File: src/rtl/fifo_serializer_if.sv
// Handshake bundle between the FIFO side and the serializer: pop interface in,
// serial line and frame status out.
interface fifo_serializer_if #(
  parameter int WIDTH = 4
);
  logic             enable;
  logic             fifo_empty;
  logic [WIDTH-1:0] fifo_out;
  logic             shift_out;
  logic             tx;
  logic             busy;
  logic             done;

  modport master (
    output enable, fifo_empty, fifo_out,
    input  shift_out, tx, busy, done
  );

  modport slave (
    input  enable, fifo_empty, fifo_out,
    output shift_out, tx, busy, done
  );
endinterface

File: src/rtl/fifo_serializer.sv
// Pops words from the register FIFO and sends each one as a start/data/stop
// serial frame, LSB first, chaining frames without a gap while data is queued.
module fifo_serializer #(
  parameter int WIDTH        = 4,
  parameter int CLKS_PER_BIT = 4
) (
  input logic              clk,
  input logic              res,
  fifo_serializer_if.slave bus
);
  localparam int CW = $clog2(CLKS_PER_BIT) + 1;
  localparam int BW = $clog2(WIDTH) + 1;

  localparam logic [1:0] IDLE  = 2'd0;
  localparam logic [1:0] START = 2'd1;
  localparam logic [1:0] DATA  = 2'd2;
  localparam logic [1:0] STOP  = 2'd3;

  localparam logic [CW-1:0] CYC_LAST = CW'(CLKS_PER_BIT - 1);
  localparam logic [BW-1:0] BIT_LAST = BW'(WIDTH - 1);

  logic [1:0]       state;
  logic [CW-1:0]    cyc;
  logic [BW-1:0]    bit_idx;
  logic [WIDTH-1:0] shreg;
  logic [WIDTH-1:0] shreg_next;
  logic             tx_q;
  logic             cyc_last;
  logic             pop;

  assign cyc_last   = (cyc == CYC_LAST);
  assign shreg_next = shreg >> 1;

  // Popping at the end of STOP is what lets frames run back-to-back.
  assign pop = !res && bus.enable && !bus.fifo_empty &&
               ((state == IDLE) || ((state == STOP) && cyc_last));

  assign bus.shift_out = pop;
  assign bus.tx        = tx_q;
  assign bus.busy      = (state != IDLE);
  assign bus.done      = (state == STOP) && cyc_last;

  // tx is loaded with the level of the state being entered, so the line
  // trails the state register by nothing and a frame spans exactly its states.
  always_ff @(posedge clk or posedge res) begin
    if (res) begin
      state   <= IDLE;
      cyc     <= '0;
      bit_idx <= '0;
      shreg   <= '0;
      tx_q    <= 1'b1;
    end else begin
      case (state)
        IDLE: begin
          tx_q <= 1'b1;
          if (pop) begin
            state <= START;
            cyc   <= '0;
            shreg <= bus.fifo_out;
            tx_q  <= 1'b0;
          end
        end
        START: begin
          if (cyc_last) begin
            state   <= DATA;
            cyc     <= '0;
            bit_idx <= '0;
            tx_q    <= shreg[0];
          end else begin
            cyc <= cyc + 1'b1;
          end
        end
        DATA: begin
          if (cyc_last) begin
            cyc <= '0;
            if (bit_idx == BIT_LAST) begin
              state <= STOP;
              tx_q  <= 1'b1;
            end else begin
              bit_idx <= bit_idx + 1'b1;
              shreg   <= shreg_next;
              tx_q    <= shreg_next[0];
            end
          end else begin
            cyc <= cyc + 1'b1;
          end
        end
        STOP: begin
          if (cyc_last) begin
            cyc <= '0;
            if (pop) begin
              state <= START;
              shreg <= bus.fifo_out;
              tx_q  <= 1'b0;
            end else begin
              state <= IDLE;
              tx_q  <= 1'b1;
            end
          end else begin
            cyc <= cyc + 1'b1;
          end
        end
        default: begin
          state <= IDLE;
          tx_q  <= 1'b1;
        end
      endcase
    end
  end
endmodule

File: src/flat_wrapper.sv
// flat-port wrapper written by rule: the top's interface ports become plain ports
module fifo_serializer_flat 
#(
  parameter int WIDTH        = 4,
  parameter int CLKS_PER_BIT = 4
)
  (clk, res, bus_enable, bus_fifo_empty, bus_fifo_out, bus_shift_out, bus_tx, bus_busy, bus_done);
  fifo_serializer_if #(.WIDTH(WIDTH)) bus_i ();
  input logic clk;
  input logic res;
  input wire logic [$bits(bus_i.enable)-1:0] bus_enable;
  input wire logic [$bits(bus_i.fifo_empty)-1:0] bus_fifo_empty;
  input wire logic [$bits(bus_i.fifo_out)-1:0] bus_fifo_out;
  output wire logic [$bits(bus_i.shift_out)-1:0] bus_shift_out;
  output wire logic [$bits(bus_i.tx)-1:0] bus_tx;
  output wire logic [$bits(bus_i.busy)-1:0] bus_busy;
  output wire logic [$bits(bus_i.done)-1:0] bus_done;
  assign bus_i.enable = bus_enable;
  assign bus_i.fifo_empty = bus_fifo_empty;
  assign bus_i.fifo_out = bus_fifo_out;
  assign bus_shift_out = bus_i.shift_out;
  assign bus_tx = bus_i.tx;
  assign bus_busy = bus_i.busy;
  assign bus_done = bus_i.done;
  fifo_serializer #(.WIDTH(WIDTH), .CLKS_PER_BIT(CLKS_PER_BIT)) u_core (.clk(clk), .res(res), .bus(bus_i));
endmodule
File: config.mk
export PLATFORM = sky130hd
export DESIGN_NAME = fifo_serializer_flat
export DESIGN_NICKNAME = d
export VERILOG_FILES = /design/src/rtl/fifo_serializer_if.sv /design/src/rtl/fifo_serializer.sv /design/src/flat_wrapper.sv
export SDC_FILE = /design/constraint.sdc
export NUM_CORES = 1
export LEC_CHECK = 0
export CAP_MARGIN = 10
export CORE_UTILIZATION = 24
export CTS_CLUSTER_SIZE = 40
export DETAILED_ROUTE_END_ITERATION = 8
export SYNTH_ARGS = -nofsm -noshare
export SYNTH_HDL_FRONTEND = slang
export SYNTH_SLANG_ARGS = --single-unit
File: constraint.sdc
create_clock -name clk -period 2.3 [get_ports clk]
set_input_delay 0.46 -clock clk [delete_from_list [all_inputs] [get_ports clk]]
set_output_delay 0.46 -clock clk [all_outputs]
set_load 0.01 [all_outputs]
==> results.md <==
- Max Cap Viol: 0
- Status: finished, final reports clean
- Final Instance Area: 1100 sq um
- Reg-to-reg critical path startpoint: u_core.state[0]
- RR Endpoint: u_core.shreg[0]
- Hold buffers post-CTS: 0
- Syn Std Cell Area: 861 sq um
- Initial antenna violation count: 0
- Syn nets: 99
- Vias per inst: 4.73
- CTS tree: yes
- RePlAce Congestion: 0.854
- Hold Vio Cnt, Final: 0
- Worst hold slack: 0.489 ns
- P per Cell Area: 1210 nW/um^2
- Root Driver: clkbuf_4
- Ys async rst share: 1.00
- First-pass GRT wire length: 3090 um
- Primary FF master, synth: dfrtp_1
- Synthesized instance count: 82
- EDFF count, synth: 0
- DR WL/cell: 12.2 um
- ANT cells: 0
- Synth area leader: dfrtp_1
- Sequential fraction of the synthesis area: 0.379
- Gr usage total: 0.113
- Period utilization: 0.970
- Yosys warnings: 0
- Setup repair after global routing missed its margin: no
- Worst Setup Slack, final: 0.0680 ns
- Fill count: 355
- Cell Area, Placed: 1060 sq um
- I/O pin total: 12
- Drt drc: 0
- Reg2reg setup slack: 0.29 ns
- Netlist cell types: 30
- Die area: 3830 sq um
- Sink Count: 13
- CP Capture Type: primary output
- Number of buffer cells added on primary ports: 11
- Grt total ovfl: 0
- Final ANT Viol Nets: 0
- Core area: 3390 sq um
- Fin Setup TNS: 0 ns
- FP Rows: 21
- Startpoint types: flip-flop
- Min-Delay Path Class: reg2reg
- P_leak: 0.496 nW
- Clk slew on worst S/H paths: 0.08 ns
- Initial Util: 0.254
- CP Max Fanout: 3
- Share of cells above drive strength 1: 0.235
- DRT Wirelength: 1800 um
- Worst hold stages: 2
- Max clock buf depth: 2
- Number of synthesized register bits: 13
- Hold EP: u_core.bus.tx
- Commonest non-fill, non-tap cell in the layout: dfrtp_1
- Worst slew pin tran: 0.537 ns
- Peak Freq: 448 MHz
- Avg Cell Area, Syn: 10.5 sq um
- Initial DRC Count: 11
- Count of final setup violators: 0
- CP required: 1.84 ns
- CTS Buf Count: 3
- VDD IR-drop max: 0.797 mV
- Tmin final: 2.23 ns
- Die height: 61.9 um
- Worst skew pair latency: 0.28 ns
- Vias in the first global route: 715
- Setup CP Type: reg2out
- HPWL Detailed: 1370 um
- Clock skew: 0.00569 ns
- Die width: 61.9 um
- Synthesis-to-finish area growth: 27.3%
- Area share of the largest cell type after synthesis: 0.349
- Final core utilization: 0.323
- Most frequent cells in the layout: dfrtp_1, clkdlybuf4s50_1, ha_1, mux2_2
- Hold Startpoint: u_core.bus.tx
- Synth area leaders: dfrtp_1, ha_1, mux2_2, o21ai_0, a221oi_4
- Max_slew headroom: 0.642
- Reg2reg path depth: 6
- Routed vias: 700
- H-tree depth: 1
- Largest net degree at the start of global routing: 14
- # nets final: 120
- Max Transition Viols Final: 0
- Worst EP arrival: 1.77 ns
- Drt first pass iters: 4
- Pre-CTS WS: -0.0656 ns
-- worst max path at each step --
stage	startpoint	cells past startpoint	slack (ns)	to
finish	u_core.state[0]	4	0.07	bus_done
global route	u_core.cyc[0]	4	0.01	bus_done
CTS	u_core.state[0]	4	0.07	bus_done
detailed placement	res	5	-0.07	bus_shift_out
global placement	res	5	-0.06	bus_shift_out
floorplan	u_core.state[0]	6	0.45	u_core.shreg[0]
-- through the flow --
| stage | std cells | power [mW] |
|---|---|---|
| floorplan | 82 | 0.938 |
| global placement | 142 | 1.11 |
| detailed placement | 142 | 1.15 |
| CTS | 148 | 1.32 |
| global route | 148 | 1.44 |
| finish | 148 | 1.32 |
-- where the power goes --
part / switching (mW) / internal [mW]
Clock: 0.0764 / 0.0673
Combinational: 0.377 / 0.389
Sequential: 0.0702 / 0.341
Total: 0.524 / 0.797
-- worst max-delay path, cell delays in order, from the launching register on --
cell,delay [ns]
dfrtp_1,0.42
ha_1,0.24
and3b_2,0.23
buf_4,0.14
clkdlybuf4s50_1,0.47
-- layout make-up --
class,count,area [sq um],share of cell area
well taps,46,57.6,0.0525
flip-flops and latches,13,327,0.298
inverters,7,26.3,0.0240
clock buffers,4,26.3,0.0240
repair buffers,18,161,0.147
multi-input cells,60,498,0.454
-- cell usage after synthesis, drive strengths merged (2+ instances only) --
| master | count |
|---|---|
| nor2 | 2 |
| o21ai | 7 |
| nand2 | 6 |
| nor3b | 2 |
| buf | 2 |
| a21o | 2 |
| nor3 | 2 |
| inv | 7 |
| nand2b | 3 |
| a22o | 3 |
| o221ai | 2 |
| mux2 | 8 |
| o31ai | 2 |
| dfrtp | 12 |
| ha | 9 |
-- repair_timing --
action                                  4_1_cts  5_1_grt
resized for setup                             2        0
buffers inserted                              2        0
endpoints found under the setup margin        1        0
-- per-layer routing --
metal / routed length (um) / GRT usage / vias to the layer above
met3: 48 / 0.0269 / 4
li1: - / - / 335
met5: 0 / 0 / -
met1: 851 / 0.145 / 341
met4: 47 / 0.0603 / 0
met2: 854 / 0.178 / 20
-- kinds of logic (layout without fill, tap and decap cells) --
logic type,Yosys count,in the layout,share of synthesized area
multiplexers,8,8,0.105
AND/OR/NAND/NOR,22,22,0.147
AO/OA/AOI/OAI,21,21,0.196
flip-flops,13,13,0.379
buffers and inverters,9,29,0.0422
adder cells (fa/ha/maj),9,9,0.131
-- registers in the layout, indices dropped and copies added, names as in the netlist --
| name | cells |
|---|---|
| u_core.bit_idx | 3 |
| u_core.bus.tx | 1 |
| u_core.cyc | 3 |
| u_core.shreg | 4 |
| u_core.state | 2 |
Power figures use the tool's default switching activity.
